$ cat src/rtl/y86_pkg.sv
`default_nettype none
// ============================================================================
//  Module   : y86_pkg
//  Brief    : Shared Y86-64 encodings: icodes, register-none marker, status
//             codes and the pipeline-control run-state enum.
//  Revision : 1.0 - initial release
// ============================================================================
package y86_pkg;

  // Instruction codes
  localparam logic [3:0] HALT   = 4'h0;
  localparam logic [3:0] NOP    = 4'h1;
  localparam logic [3:0] RRMOVQ = 4'h2;
  localparam logic [3:0] IRMOVQ = 4'h3;
  localparam logic [3:0] RMMOVQ = 4'h4;
  localparam logic [3:0] MRMOVQ = 4'h5;
  localparam logic [3:0] OPQ    = 4'h6;
  localparam logic [3:0] JXX    = 4'h7;
  localparam logic [3:0] CALL   = 4'h8;
  localparam logic [3:0] RET    = 4'h9;
  localparam logic [3:0] PUSHQ  = 4'hA;
  localparam logic [3:0] POPQ   = 4'hB;

  // Register id meaning "no register"
  localparam logic [3:0] RNONE  = 4'hF;

  // Status codes
  localparam logic [2:0] AOK = 3'd1;
  localparam logic [2:0] HLT = 3'd2;
  localparam logic [2:0] ADR = 3'd3;
  localparam logic [2:0] INS = 3'd4;

  // Run-state of the pipeline controller
  typedef enum logic [0:0] {
    ST_RUN    = 1'b0,
    ST_HALTED = 1'b1
  } run_state_e;

  // Anything other than AOK stops normal execution
  function automatic logic is_exc(input logic [2:0] stat);
    return (stat != AOK);
  endfunction

endpackage
`default_nettype wire

$ cat src/rtl/pipe_ctrl_hazard_detect.sv
`default_nettype none
// ============================================================================
//  Module   : hazard_detect
//  Brief    : Purely combinational hazard terms for the Y86-64 pipeline:
//             load/use, return in flight, mispredict, memory and write-back
//             exceptions.
//  Revision : 1.0 - initial release
// ============================================================================
module hazard_detect (
  input  logic [3:0] D_icode,
  input  logic [3:0] E_icode,
  input  logic [3:0] M_icode,
  input  logic [3:0] d_srcA,
  input  logic [3:0] d_srcB,
  input  logic [3:0] E_dstM,
  input  logic       e_Cnd,
  input  logic [2:0] m_stat,
  input  logic [2:0] W_stat,
  output logic       lu,
  output logic       rt,
  output logic       mp,
  output logic       mx,
  output logic       wx
);
  import y86_pkg::*;

  logic w_e_is_load;
  logic w_dst_used;

  // A load in E whose destination is read by the instruction in D
  always_comb begin
    w_e_is_load = (E_icode == MRMOVQ) || (E_icode == POPQ);
    w_dst_used  = (E_dstM != RNONE) && ((E_dstM == d_srcA) || (E_dstM == d_srcB));
    lu          = w_e_is_load && w_dst_used;
    rt          = (D_icode == RET) || (E_icode == RET) || (M_icode == RET);
    mp          = (E_icode == JXX) && !e_Cnd;
    mx          = is_exc(m_stat);
    wx          = is_exc(W_stat);
  end

endmodule
`default_nettype wire

$ cat src/rtl/pipe_ctrl.sv
`default_nettype none
// ============================================================================
//  Module   : pipe_ctrl
//  Brief    : Y86-64 pipeline control: stall/bubble generation for the F, D,
//             E, M and W registers, run/halted FSM and saturating
//             performance counters.
//  Revision : 1.0 - initial release
// ============================================================================
module pipe_ctrl #(
  parameter int CNT_W = 32
) (
  input  logic             clk,
  input  logic             rst,
  input  logic [3:0]       D_icode,
  input  logic [3:0]       E_icode,
  input  logic [3:0]       M_icode,
  input  logic [3:0]       W_icode,
  input  logic [3:0]       d_srcA,
  input  logic [3:0]       d_srcB,
  input  logic [3:0]       E_dstM,
  input  logic             e_Cnd,
  input  logic [2:0]       m_stat,
  input  logic [2:0]       W_stat,
  output logic             F_stall,
  output logic             D_stall,
  output logic             W_stall,
  output logic             D_bubble,
  output logic             E_bubble,
  output logic             M_bubble,
  output logic             W_bubble,
  output logic             set_cc,
  output logic             halted,
  output logic [CNT_W-1:0] cyc_cnt,
  output logic [CNT_W-1:0] ret_cnt,
  output logic [CNT_W-1:0] stl_cnt,
  output logic [CNT_W-1:0] mis_cnt
);
  import y86_pkg::*;

  localparam logic [CNT_W-1:0] c_CNT_MAX = '1;

  logic w_lu;
  logic w_rt;
  logic w_mp;
  logic w_mx;
  logic w_wx;
  logic w_retire;

  run_state_e       r_state;
  logic             r_halted;
  logic [CNT_W-1:0] r_cyc_cnt;
  logic [CNT_W-1:0] r_ret_cnt;
  logic [CNT_W-1:0] r_stl_cnt;
  logic [CNT_W-1:0] r_mis_cnt;

  function automatic logic [CNT_W-1:0] sat_inc(input logic [CNT_W-1:0] v);
    return (v == c_CNT_MAX) ? v : v + 1'b1;
  endfunction

  hazard_detect u_hazard_detect (
    .D_icode (D_icode),
    .E_icode (E_icode),
    .M_icode (M_icode),
    .d_srcA  (d_srcA),
    .d_srcB  (d_srcB),
    .E_dstM  (E_dstM),
    .e_Cnd   (e_Cnd),
    .m_stat  (m_stat),
    .W_stat  (W_stat),
    .lu      (w_lu),
    .rt      (w_rt),
    .mp      (w_mp),
    .mx      (w_mx),
    .wx      (w_wx)
  );

  // Zero-latency stall/bubble muxing: reset flush beats HALTED beats RUN
  always_comb begin
    F_stall  = 1'b0;
    D_stall  = 1'b0;
    W_stall  = 1'b0;
    D_bubble = 1'b0;
    E_bubble = 1'b0;
    M_bubble = 1'b0;
    W_bubble = 1'b0;
    set_cc   = 1'b0;
    if (rst) begin
      D_bubble = 1'b1;
      E_bubble = 1'b1;
      M_bubble = 1'b1;
      W_bubble = 1'b1;
    end else if (r_state == ST_HALTED) begin
      F_stall  = 1'b1;
      D_stall  = 1'b1;
      W_stall  = 1'b1;
    end else begin
      F_stall  = w_lu || w_rt;
      D_stall  = w_lu;
      // A load/use stall on D overrides the ret bubble; mispredict wins over both
      D_bubble = w_mp || (!w_lu && w_rt);
      E_bubble = w_mp || w_lu;
      M_bubble = w_mx || w_wx;
      W_stall  = w_wx;
      set_cc   = (E_icode == OPQ) && !w_mx && !w_wx;
    end
  end

  // An instruction retires when a valid non-nop leaves W with good status
  assign w_retire = (W_stat == AOK) && (W_icode != NOP) && !W_stall;

  // Run-state FSM: freeze on the first exception seen in W, exit only by reset
  always_ff @(posedge clk) begin
    if (rst) begin
      r_state  <= ST_RUN;
      r_halted <= 1'b0;
    end else begin
      case (r_state)
        ST_RUN: begin
          if (w_wx) begin
            r_state  <= ST_HALTED;
            r_halted <= 1'b1;
          end
        end
        ST_HALTED: begin
          r_state  <= ST_HALTED;
          r_halted <= 1'b1;
        end
        default: begin
          r_state  <= ST_RUN;
          r_halted <= 1'b0;
        end
      endcase
    end
  end

  // Saturating performance counters, advancing only while running
  always_ff @(posedge clk) begin
    if (rst) begin
      r_cyc_cnt <= '0;
      r_ret_cnt <= '0;
      r_stl_cnt <= '0;
      r_mis_cnt <= '0;
    end else if (r_state == ST_RUN) begin
      r_cyc_cnt <= sat_inc(r_cyc_cnt);
      if (w_retire) r_ret_cnt <= sat_inc(r_ret_cnt);
      if (w_lu)     r_stl_cnt <= sat_inc(r_stl_cnt);
      if (w_mp)     r_mis_cnt <= sat_inc(r_mis_cnt);
    end
  end

  assign halted  = r_halted;
  assign cyc_cnt = r_cyc_cnt;
  assign ret_cnt = r_ret_cnt;
  assign stl_cnt = r_stl_cnt;
  assign mis_cnt = r_mis_cnt;

endmodule
`default_nettype wire

$ cat config.mk
export PLATFORM = sky130hd
export DESIGN_NAME = pipe_ctrl
export DESIGN_NICKNAME = d
export VERILOG_FILES = /design/src/rtl/y86_pkg.sv /design/src/rtl/pipe_ctrl_hazard_detect.sv /design/src/rtl/pipe_ctrl.sv
export SDC_FILE = /design/constraint.sdc
export NUM_CORES = 1
export LEC_CHECK = 0
export ABC_AREA = 1
export BUFFER_PORTS_ARGS = -buffer_cell sky130_fd_sc_hd__buf_2
export CORE_UTILIZATION = 50
export DETAILED_ROUTE_END_ITERATION = 16
export PLACE_DENSITY = 0.71
export SLEW_MARGIN = 10
export SYNTH_ARGS = -nofsm -noshare
export SYNTH_HDL_FRONTEND = slang
export SYNTH_SLANG_ARGS = --single-unit
$ cat constraint.sdc
create_clock -name clk -period 2.3 [get_ports clk]
set_clock_uncertainty 0.15 [all_clocks]
set_input_delay 0.23 -clock clk [delete_from_list [all_inputs] [get_ports clk]]
set_output_delay 0.23 -clock clk [all_outputs]
set_load 0.05 [all_outputs]
* After elaboration in Yosys (flattened, before gate mapping)
Cells that the tools add are included.
** Cells by class
- Add/subtract/negate cells :: 4
- Equality and inequality tests :: 19
- Multiplexer cells :: 19
- Bitwise gates (word level) :: 5
- Reductions and logical operators :: 25
** Operators with widths (number)
- $add 32x1->32 const B :: 4
- $eq 32x32->1 const B :: 4
- $mux 1 :: 17
- $eq 4x4->1 const B :: 4
- $eq 4x3->1 const B :: 3
- $reduce_and 3->1 :: 3
- $eq 4x4->1 :: 2
- $logic_and 1x1->1 :: 8
- $logic_or 1x1->1 :: 8
- $ne 3x1->1 const B :: 2
- $logic_not 1->1 :: 5
- $not 1->1 :: 5
- $ne 4x1->1 const B :: 1
- $ne 4x4->1 const B :: 1
- $pmux 1 s2 :: 2
- $eq 3x1->1 const B :: 1
- $ne 2x2->1 const B :: 1
- $reduce_and 2->1 :: 1
** Word-level totals
- Bits in registers :: 130
- Bits of input ports :: 37
- Output and inout bits :: 137

* Longest topological paths before layout
Gate-level depths: netlist of run 1.
- Word-level depth :: 9
- Depth in mapped cells :: 12
- Gate-level depth less buffers :: 12

* Cells and area by module
From an unflattened synthesis of run 1, not the netlist that was laid out.
** Unflattened totals
- Cells, all modules :: 1425
- Area, all modules :: 8386.8 µm²
** Modules (own cells, without submodules)
- pipe_ctrl :: times used 1, cells an instance 1364, area an instance 8126.5 µm², seq. area each 2602.5 µm²
- hazard_detect :: times used 1, cells an instance 61, area an instance 260.2 µm², seq. area each 0.0 µm²

* Worst setup path after synthesis of run 1
No wires, ideal clock.
- Path type :: input port to output port
- Start point :: input E_dstM[0]
- End point :: output D_bubble
- Arrival :: 2135 ps
- Path slack :: -215 ps
- Cell stages on the path :: 10
- Buffers on the path :: 1
- Cell sequence :: inv_1 > nand2_1 > nand2_1 > nor2_1 > nand2_1 > nand2_1 > nand2_1 > clkbuf_1 > nand2_1 > o21ai_0
** Between the ends
- Cells in the longest elaborated chain, start to end :: 9
- Elaborated cells on any way between the ends :: 11
** RTL lines
- start, declared :: line pipe_ctrl.sv:20 : input logic [3:0] E_dstM,
- $eq 4x4->1 :: line pipe_ctrl_hazard_detect.sv:33 : w_dst_used = (E_dstM != RNONE) && ((E_dstM == d_srcA) || (E_dstM == d_srcB));
- $logic_or 1x1->1 :: line pipe_ctrl_hazard_detect.sv:33
- $logic_and 1x1->1 (*) :: line pipe_ctrl_hazard_detect.sv:33
- $logic_and 1x1->1 (*) :: line pipe_ctrl_hazard_detect.sv:34 : lu = w_e_is_load && w_dst_used;
- $logic_not 1->1 (*) :: line pipe_ctrl.sv:100 : D_bubble = w_mp || (!w_lu && w_rt);
- $logic_and 1x1->1 (*) :: line pipe_ctrl.sv:100
- $logic_or 1x1->1 (*) :: line pipe_ctrl.sv:100
- $mux 1 (*) :: line pipe_ctrl.sv:92 : end else if (r_state == ST_HALTED) begin
- $mux 1 (*) :: line pipe_ctrl.sv:87 : if (rst) begin
- end, declared :: line pipe_ctrl.sv:27 : output logic D_bubble,
Mark *: on every way between the ends. The rest lies on a longest branch, timed or not.

* Final worst setup path of run 1
- Start point :: register r_cyc_cnt[0] (netlist: cyc_cnt[0])
- End point :: register r_cyc_cnt[18] (netlist: cyc_cnt[18])
** Between the ends
- Cells in the longest elaborated chain, start to end :: 3
- Elaborated cells on any way between the ends :: 4
** RTL lines
- start, declared :: line pipe_ctrl.sv:51 : logic [CNT_W-1:0] r_cyc_cnt;
- start signal, assigned :: line pipe_ctrl.sv:144 : r_cyc_cnt <= sat_inc(r_cyc_cnt);
- branches (longest 3 deep; another with $add 32x1->32)
Several ways; the timed one is not identified.
A chain may end at the register's enable or synchronous reset.

==> results of run 1 <==
==> cells in the final DEF, fill, tap and decap left out, drive strengths merged <==
master,Yosys,routed
a21oi,64,64
a31oi,4,4
and2,1,1
buf,23,206
bufinv,0,1
clkbuf,16,21
clkinv,0,5
clkinvlp,0,1
dfxtp,130,130
diode,0,1
ha,4,4
inv,143,143
nand2,554,554
nand3,62,62
nand3b,18,18
nand4,21,21
nor2,312,313
nor3,18,18
nor3b,2,2
nor4,1,1
o21ai,43,43
o21bai,5,5
o31ai,1,1
or2,1,1
xnor2,17,17
xor2,34,34
==> how the worst max path moves through the flow <==
| stage | start | endpoint | slack, ns | depth (start not counted) |
|---|---|---|---|---|
| after floorplan | cyc_cnt[0] | cyc_cnt[5] | 0.04 | 11 |
| after global placement | stl_cnt[1] | stl_cnt[21] | 0.15 | 11 |
| after detailed placement | stl_cnt[1] | stl_cnt[17] | 0.07 | 11 |
| after CTS | stl_cnt[1] | stl_cnt[17] | 0.04 | 11 |
| after global routing | stl_cnt[1] | stl_cnt[23] | -0.006 | 11 |
| final | cyc_cnt[0] | cyc_cnt[18] | 0.16 | 12 |
==> state kept, by name (all words and copies together) (netlist names) <==
register and flops:
mis_cnt 32, r_state 1, stl_cnt 32, ret_cnt 32, cyc_cnt 32, halted 1
==> per-stage QoR <==
| step | setup slack, ns | instance area [um2] | setup TNS, ns |
|---|---|---|---|
| 3_3_place_gp | 0.1495 | 9877 | 0 |
| 5_1_grt | -0.006365 | 10440 | -0.007226 |
| 6_report | 0.1564 | 10440 | 0 |
| 2_1_floorplan | 0.03796 | 8720 | 0 |
| 3_5_place_dp | 0.07185 | 9877 | 0 |
| 4_1_cts | 0.04055 | 10400 | 0 |
==> timing repair <==
action | in CTS | in global routing
hold buffers | 0 | 0
setup endpoints to repair | 0 | 40
resized for setup | 0 | 6
endpoints found under the hold margin | 0 | 0
==> layer usage <==
metal | vias up | track usage [%] | routed length [um]
met1 | 4327 | 36.15 | 11260
met3 | 40 | 3.968 | 1462
met4 | 0 | 9.800 | 454
met2 | 308 | 43.32 | 11500
met5 | - | 0 | 0
li1 | 4937 | - | -
==> critical path, stage by stage (launching register included) <==
cell and delay, ns:
dfxtp_1 0.42, ha_1 0.22, nand2_2 0.07, nor2_4 0.15, nand2_4 0.09, nor2_4 0.16
nand2_2 0.08, nand2_2 0.18, inv_2 0.22, nand2_1 0.14, nand2_1 0.06, nand2_1 0.05
nor2_1 0.04
==> layout make-up <==
class                           count  area (um2)
Clock buffer                       21       460.4
Tap cell                          220       275.3
Sequential cell                   130        2604
Fill cell                        1655        6380
Antenna cell                        1       2.502
Timing Repair Buffer              206        1146
Multi-Input combinational cell   1163        5349
Inverter                          143       539.3
Clock inverter                      7       62.56
==> power groups by stage <==
stage	Combinational [mW]	Sequential [mW]	Clock, mW
2_1_floorplan	0.219	2.39	0
3_3_place_gp	0.381	2.34	0
3_5_place_dp	0.386	2.34	0
4_1_cts	0.387	2.29	2.51
5_1_grt	0.426	2.30	2.60
6_report	0.391	2.29	2.48
==> kinds of logic after synthesis <==
group	synth area share (%)
xor gates and xnor gates	5.126
and+or+nand+nor	47.67
DFF	29.86
adders and majority gates	0.5743
AOI/OAI and AO/OA	7.638
buffers and inverters	9.131
==> metrics, run 1 <==
status finished, final reports clean; register area share after synthesis 29.86%; maximum clock path buffer count 2; gr ovfl total 0; Critical Path AT 2.30 ns; Flop pwr share 44.4%; Routed WL 24670 um; Setup CP Type reg2reg; Net count, final 1702; CTS Sinks 130; final slew viol count 0; largest net degree at the start of global routing 38; HP Class in2reg; Worst setup EP type flip-flop; Psw 1.283 mW; Final period util 93.20%; worst hold path depth 5; Placer Congestion 0.9808; worst vdd ir 531.8 uV; vias in the first global route 8060; register bit count reported by yosys 130; count of non-filler cells in the finished layout 1891; FFs w/ async S/R, synth 0%; mapped cell area 8715 um2; worst hold start W_stat[1]; CP max FO 23; Pleak 4.416 nW; placed cells 1861; most common cell in the netlist nand2_1; count of final setup violators 0; final core occ 62.07%; post-layout min period 2.144 ns; Min-Delay Endpoint halted; R2R cell count 12; Synth area leaders dfxtp_1, nand2_1, nor2_1; Final Power 5.169 mW; reg-to-reg slack, setup 0.16 ns; FF-to-FF End cyc_cnt[18]; Clock H-tree levels 4; worst skew pair latency 0.42 ns; global-route wire length before repair 39120 um; Synth Instances 1474; synth cell count leaders nand2_1, nor2_1, inv_1; f_max 466.5 MHz; initial antenna violation count 1; Worst Path Required 2.46 ns; Yosys top cell by area dfxtp_1; Final ANT Viol Nets 0; logic gate share of total power 7.6%; Power Internal 3.886 mW; post-DP HPWL 18300 um; Hold Vio Cnt, Final 0; post-synth top area share 29.86%; power density over the cells 495.2 nW/um2; switching share of total power 24.82%; Reg-to-Reg Start cyc_cnt[0]; Vias 9612; share of cells above drive strength 1 18.50%; num ports 174; Clk Tree Root Cell clkbuf_16; Num CTS Buffers 17; Vias/cell 5.083; Clk pwr share 48.1%; die height 134.0 um; number of synthesized flops with an enable pin 0; PortBufs 173; CORE AREA 16820 um2; max_slew headroom 62.33%; WL/cell 13.05 um; CTS tree yes; clock-pin slew on the worst setup and hold paths 0.06 ns; residual DRC count 0; DRT iter0 DRCs 718; Least-Margin Pin Slew 0.5651 ns; Synth-to-Final Area Change 19.79%; Post-CTS Setup Bufs 0; num rows 47; Initial Util 51.82%; die width 134.0 um; minimum hold slack 0.09047 ns; CP Launch Type flip-flop; Syn Area/Cell 5.912 um2; Max-Cap Viols 0; syn nets 1515; synthesis warning total 0; full die area 17960 um2; GRT Util Overall 26.80%; Yosys cell types 38; top_reg_cell synth dfxtp_1; DR pass1 iterations 5
Note: power is estimated with default switching activity, not from simulation.
==> inputs of run 2 (changes only) <==
Settings changed: ABC_AREA 1 to unset, BUFFER_PORTS_ARGS -buffer_cell sky130_fd_sc_hd__buf_2 to unset, DONT_BUFFER_PORTS set to 1, PLACE_DENSITY 0.71 to 0.62.
==> metrics, run 2 <==
CP max stage delay 0.56 ns (+0.14 ns); CP top delay family simple AND/OR/NAND/NOR gates; count of non-filler cells in the finished layout 1255 (-34%); Clk Tree Root Cell clkbuf_16; max_slew headroom 59.03% (-3.3 points); placed cells 1170 (-37%); Synth Instances 848 (-42%); Worst setup EP type flip-flop; Worst Path Required 2.49 ns (+0.03 ns); mapped cell area 6913 um2 (-21%); most common cell in the netlist dfxtp_1; Num CTS Buffers 17 (unchanged); DR pass1 iterations 5 (unchanged); Final ANT Viol Nets 0 (unchanged); share of cells above drive strength 1 35.50% (+17 points); CP most frequent cell or4_4; FFs w/ async S/R, synth 0% (unchanged); num ports 174 (unchanged); die width 119.6 um (-11%); global-route wire length before repair 34340 um (-12%); vias in the first global route 7161 (-11%); Critical Path AT 2.45 ns (+0.15 ns); Clock H-tree levels 4 (unchanged); gr ovfl total 0 (unchanged); Final Power 5.119 mW (-0.96%); DRT iter0 DRCs 489 (-32%); CP bufs+invs 0 (-1); post-synth top area share 37.65% (+7.8 points); Reg-to-Reg Start mis_cnt[15]; PortBufs 0 (-100%); full die area 14300 um2 (-20%); CORE AREA 13350 um2 (-21%); Pleak 3.616 nW (-18%); top_reg_cell synth dfxtp_1; power density over the cells 520.5 nW/um2 (+5.1%); FF-to-FF End mis_cnt[25]; GRT Util Overall 29.70% (+2.9 points); CP max FO 4 (-83%); synthesis warning total 0 (unchanged); count of final setup violators 0 (unchanged); R2R cell count 5 (-7); Yosys cell types 67 (+76%); Vias 7538 (-22%); critical path's slowest cell or4_4; post-layout min period 2.263 ns (+0.1197 ns); Crit path depth 5 (-7); Least-Margin Pin Slew 0.6060 ns (+0.04087 ns); synth cell count leaders dfxtp_1, a21oi_1, nor2_1; reg-to-reg slack, setup 0.04 ns (-0.12 ns); Syn Area/Cell 8.152 um2 (+38%); Yosys top cell by area dfxtp_1; CP cell instances nand4_1 > or4_4 > or4_4 > or3_1 > a21oi_1; diode count 0 (-1); Net count, final 1108 (-35%); syn nets 889 (-41%); CP Launch Type flip-flop; worst vdd ir 525.6 uV (-1.2%); Initial Util 51.79% (about the same); CTS Sinks 130 (unchanged); initial antenna violation count 0 (-1); Routed WL 21880 um (-11%); Vias/cell 6.006 (+18%); WL/cell 17.44 um (+34%); Synth area leaders dfxtp_1, a21oi_1, or3_1; Final period util 98.41% (+5.2 points); worst skew pair latency 0.42 ns (about the same); register area share after synthesis 37.65% (+7.8 points); post-DP HPWL 14790 um (-19%); Placer Congestion 0.8636 (-12%); HP Class in2reg; Setup CP Type reg2reg; die height 119.6 um (-11%); worst setup path endpoint mis_cnt[25]; residual DRC count 0 (unchanged); register bit count reported by yosys 130 (unchanged); most frequent cells in the layout buf_4, a21oi_1, nor2_1, dfxtp_2, nand2_1; status finished, final reports clean; largest net degree at the start of global routing 151 (+300%); final slew viol count 0 (unchanged); RSZ-0062 raised after global routing true; most common cell after layout, fill and taps aside buf_4; f_max 441.8 MHz (-5.3%); clock-pin slew on the worst setup and hold paths 0.05 ns (about the same); num rows 42 (-11%); worst hold start rst; CTS tree yes; number of synthesized flops with an enable pin 0 (unchanged); final setup TNS 0 ns (unchanged); Crit. Startpoint mis_cnt[15]; Max-Cap Viols 0 (unchanged); maximum clock path buffer count 2 (unchanged); Hold Vio Cnt, Final 0 (unchanged); Synth-to-Final Area Change 42.28%
## run 2: through the flow
stage               utilization (%)  hold slack [ns]  worst slack (ns)  instance area (um2)
global route                  73.69          0.01620          -0.07386                 9836
finish                        73.69          0.04112           0.03665                 9836
global placement              64.99           0.1533          -0.02778                 8675
detailed placement            64.99           0.1514           -0.1084                 8675
CTS                           72.68          -0.2830         0.0002405                 9701
floorplan                         -           0.2594           -0.1977                 7184
## run 2: logic make-up (layout without fill, tap and decap cells)
family	Yosys count	in the layout	share of synthesized area, %
XOR/XNOR	21	21	2.661
adder cells (fa/ha/maj)	4	4	0.7240
AO/OA/AOI/OAI	211	212	19.17
AND/OR/NAND/NOR	399	399	32.85
multiplexers	21	21	3.385
buffers and inverters	62	292	3.566
flip-flops	130	130	37.65
## run 2: final cells by class
class,instances,area (um2)
inverters,15,56.30
repair buffers,246,2003
multi-input cells,657,4204
flip-flops and latches,130,2783
fillers,1036,3512
clock inverters,5,50.05
well taps,176,220.2
clock buffers,26,519.2
## run 2: how the worst min path moves through the flow
stage	endpoint	cells past startpoint
2_1_floorplan	cyc_cnt[9]	2
3_3_place_gp	cyc_cnt[5]	1
3_5_place_dp	cyc_cnt[14]	1
4_1_cts	cyc_cnt[10]	1
5_1_grt	halted	2
6_report	halted	2
## run 2: what timing repair did
item / CTS / global route
pin swaps: 1 / 5
endpoints found under the setup margin: 2 / 37
gates resized for setup: 2 / 10
hold endpoints to repair: 125 / 101
gates cloned: 1 / 0
buffers inserted: 1 / 8
hold buffers: 43 / 1
## run 2: per-layer routing
| layer | part of all wire (%) | routed length (um) | GRT usage [%] | up-vias |
|---|---|---|---|---|
| met4 | 1.9 | 424 | 9.141 | 0 |
| met3 | 7.6 | 1663 | 10.17 | 29 |
| met1 | 41 | 8915 | 34.16 | 3606 |
| li1 | - | - | - | 3656 |
| met5 | 0 | 0 | 0 | - |
| met2 | 50 | 10880 | 51.59 | 247 |
## run 2: worst reg2reg max path, delay by kind of cell, from the launching register on
kind               cells  cell delay, ns
and+or+nand+nor        4            1.59
AOI/OAI and AO/OA      1            0.11
DFF                    1            0.34
## run 2: power by group
group,internal [mW],switching [mW],total (mW)
clock,1.65,0.955,2.60
combinational,0.106,0.166,0.273
sequential,2.23,0.0132,2.25
total,3.98,1.13,5.12
==> inputs of run 3 (changes only) <==
Settings changed: CORE_UTILIZATION 50 to 60, PLACE_DENSITY 0.62 to 0.73, SYNTH_HIERARCHICAL set to 1.
==> metrics, run 3 <==
critical path's slowest cell dlygate4sd3_1; CP Launch Type flip-flop; worst hold start rst; synthesis warning total 6 (+6); Synth-to-Final Area Change 37.10%; most common cell after layout, fill and taps aside buf_4; final setup TNS -0.2431 ns (-0.2431 ns); Final period util 104.9% (+6.5 points); Final Power 4.919 mW (-3.9%); vias in the first global route 7172 (+0.15%); Critical Path AT 2.57 ns (+0.12 ns); Reg-to-Reg Start cyc_cnt[4]; share of cells above drive strength 1 32.66% (-2.8 points); Net count, final 1063 (-4.1%); die width 108.5 um (-9.2%); GRT Util Overall 35.23% (+5.5 points); placed instance area 8319 um2 (-4.1%); die height 108.5 um (-9.2%); max_slew headroom 63.79% (+4.8 points); fin worst setup slack -0.1136 ns (-0.1502 ns); FFs w/ async S/R, synth 0% (unchanged); count of final setup violators 4 (+4); synth cell count leaders dfxtp_1, a21oi_1, nor2_1; CORE AREA 10940 um2 (-18%); CP most frequent cell and4_4; most common cell in the netlist dfxtp_1; R2R cell count 7 (+2); number of synthesized flops with an enable pin 0 (unchanged); num ports 174 (unchanged); f_max 414.3 MHz (-6.2%); Routed WL 22460 um (+2.7%); clock-pin slew on the worst setup and hold paths 0.06 ns (about the same); CP max stage delay 0.59 ns (+0.03 ns); CP bufs+invs 2 (+2); HP Class in2reg; minimum hold slack -0.2909 ns (-0.3320 ns); Num CTS Buffers 17 (unchanged); Yosys top cell by area dfxtp_1; Worst Path Required 2.46 ns (-0.03 ns); CP max FO 5 (+1); Vias 7631 (+1.2%); maximum clock path buffer count 2 (unchanged); num rows 38 (-9.5%); reg-to-reg slack, setup -0.11 ns (-0.15 ns); post-layout min period 2.414 ns (+0.1502 ns); Placement Setup Slack -0.02380 ns (+0.08456 ns); Setup CP Type reg2reg; residual DRC count 0 (unchanged); DR pass1 iterations 5 (unchanged); CP cell instances and4_4 > and4_4 > buf_4 > a21oi_2 > xnor2_1 > nor2_1 > dlygate4sd3_1; gr ovfl total 0 (unchanged); syn nets 873 (-1.8%); post-DP HPWL 13670 um (-7.5%); global-route wire length before repair 33190 um (-3.4%); PortBufs 0 (unchanged); FF-to-FF End cyc_cnt[4]; diode count 0 (unchanged); mapped cell area 6809 um2 (-1.5%); Initial Util 62.27% (+10 points); CP top delay family buffers and inverters; top_reg_cell synth dfxtp_1; worst skew pair latency 0.43 ns (about the same); worst hold path depth 1 (-1); count of non-filler cells in the finished layout 1175 (-6.4%); Vias/cell 6.494 (+8.1%); Synth Instances 832 (-1.9%); Placer Congestion 0.8588 (-0.56%); status finished, violations left; Yosys cell types 60 (-10%); Final ANT Viol Nets 0 (unchanged); Synth area leaders dfxtp_1, a21oi_1, or3_1; WL/cell 19.12 um (+9.6%); Hold Vio Cnt, Final 107 (+107); Clock H-tree levels 4 (unchanged); CTS tree yes; final core occ 85.37% (+12 points); cell area after layout 9335 um2 (-5.1%); Syn Area/Cell 8.184 um2 (+0.39%); placed cells 1101 (-5.9%); Min-Delay Endpoint cyc_cnt[1]; Worst setup EP type flip-flop; Clk Tree Root Cell clkbuf_16; CTS Sinks 130 (unchanged); most frequent cells in the layout buf_4, a21oi_1, dfxtp_2, nor2_1, o21ai_0; Max-Cap Viols 0 (unchanged); largest net degree at the start of global routing 155 (+2.6%); RSZ-0062 raised after global routing true; register bit count reported by yosys 130 (unchanged); DRT iter0 DRCs 663 (+36%); Least-Margin Pin Slew 0.5418 ns (-0.06417 ns); post-synth top area share 38.22% (+0.57 points); power density over the cells 526.9 nW/um2 (+1.2%); final slew viol count 0 (unchanged); register area share after synthesis 38.22% (+0.57 points); initial antenna violation count 0 (unchanged); worst vdd ir 583.4 uV (+11%); Pleak 3.429 nW (-5.2%); full die area 11780 um2 (-18%); failing checks hold timing, setup timing
==> run 3: cells by family after synthesis <==
| group | after synthesis | share of synthesized area [%] |
|---|---|---|
| compound gates | 207 | 17.93 |
| xor+xnor | 37 | 4.759 |
| simple gates | 379 | 32.62 |
| buf+inv | 62 | 3.602 |
| mux | 13 | 2.132 |
| flops | 130 | 38.22 |
| fa+ha+maj | 4 | 0.7351 |
==> run 3: worst reg2reg max path, stage by stage, from the launching register on <==
cell           delay, ns
dfxtp_4             0.38
and4_4              0.26
and4_4              0.24
buf_4               0.15
a21oi_2             0.10
xnor2_1             0.33
nor2_1              0.10
dlygate4sd3_1       0.59
==> run 3: area by class of cell <==
class | count | area (um2)
Clock buffer | 26 | 509.2
Clock inverter | 6 | 28.78
Fill cell | 604 | 1600
Inverter | 20 | 75.07
Multi-Input combinational cell | 640 | 4076
Sequential cell | 130 | 2769
Tap cell | 140 | 175.2
Timing Repair Buffer | 213 | 1702
==> run 3: where the power goes <==
part / switching [mW] / internal [mW]
clock: 0.983 / 1.51
sequential: 0.0137 / 2.24
combinational: 0.0977 / 0.0816
total: 1.09 / 3.82
==> run 3: timing repair <==
| item | 4_1_cts | 5_1_grt |
|---|---|---|
| hold buffers | 32 | 4 |
| setup endpoints to repair | 0 | 22 |
| hold endpoints to repair | 129 | 111 |
| buffers inserted | 0 | 6 |
| gates resized for setup | 0 | 29 |
==> run 3: worst max-delay path by stage <==
stage / from / endpoint / cells after the start
after detailed placement: E_icode[1] / stl_cnt[14] / 9
after global routing: cyc_cnt[4] / cyc_cnt[4] / 7
after global placement: E_icode[2] / stl_cnt[14] / 9
after floorplan: ret_cnt[16] / ret_cnt[30] / 8
final: cyc_cnt[4] / cyc_cnt[4] / 7
after CTS: ret_cnt[0] / ret_cnt[17] / 8
==> run 3: metal layers <==
layer  global-route usage [%]  wire, um  vias to the layer above
met5                        0         0                        -
met4                    15.83       840                        0
met3                    9.946      1923                       94
met2                    61.93     11290                      411
met1                    39.29      8413                     3623
li1                         -         -                     3503
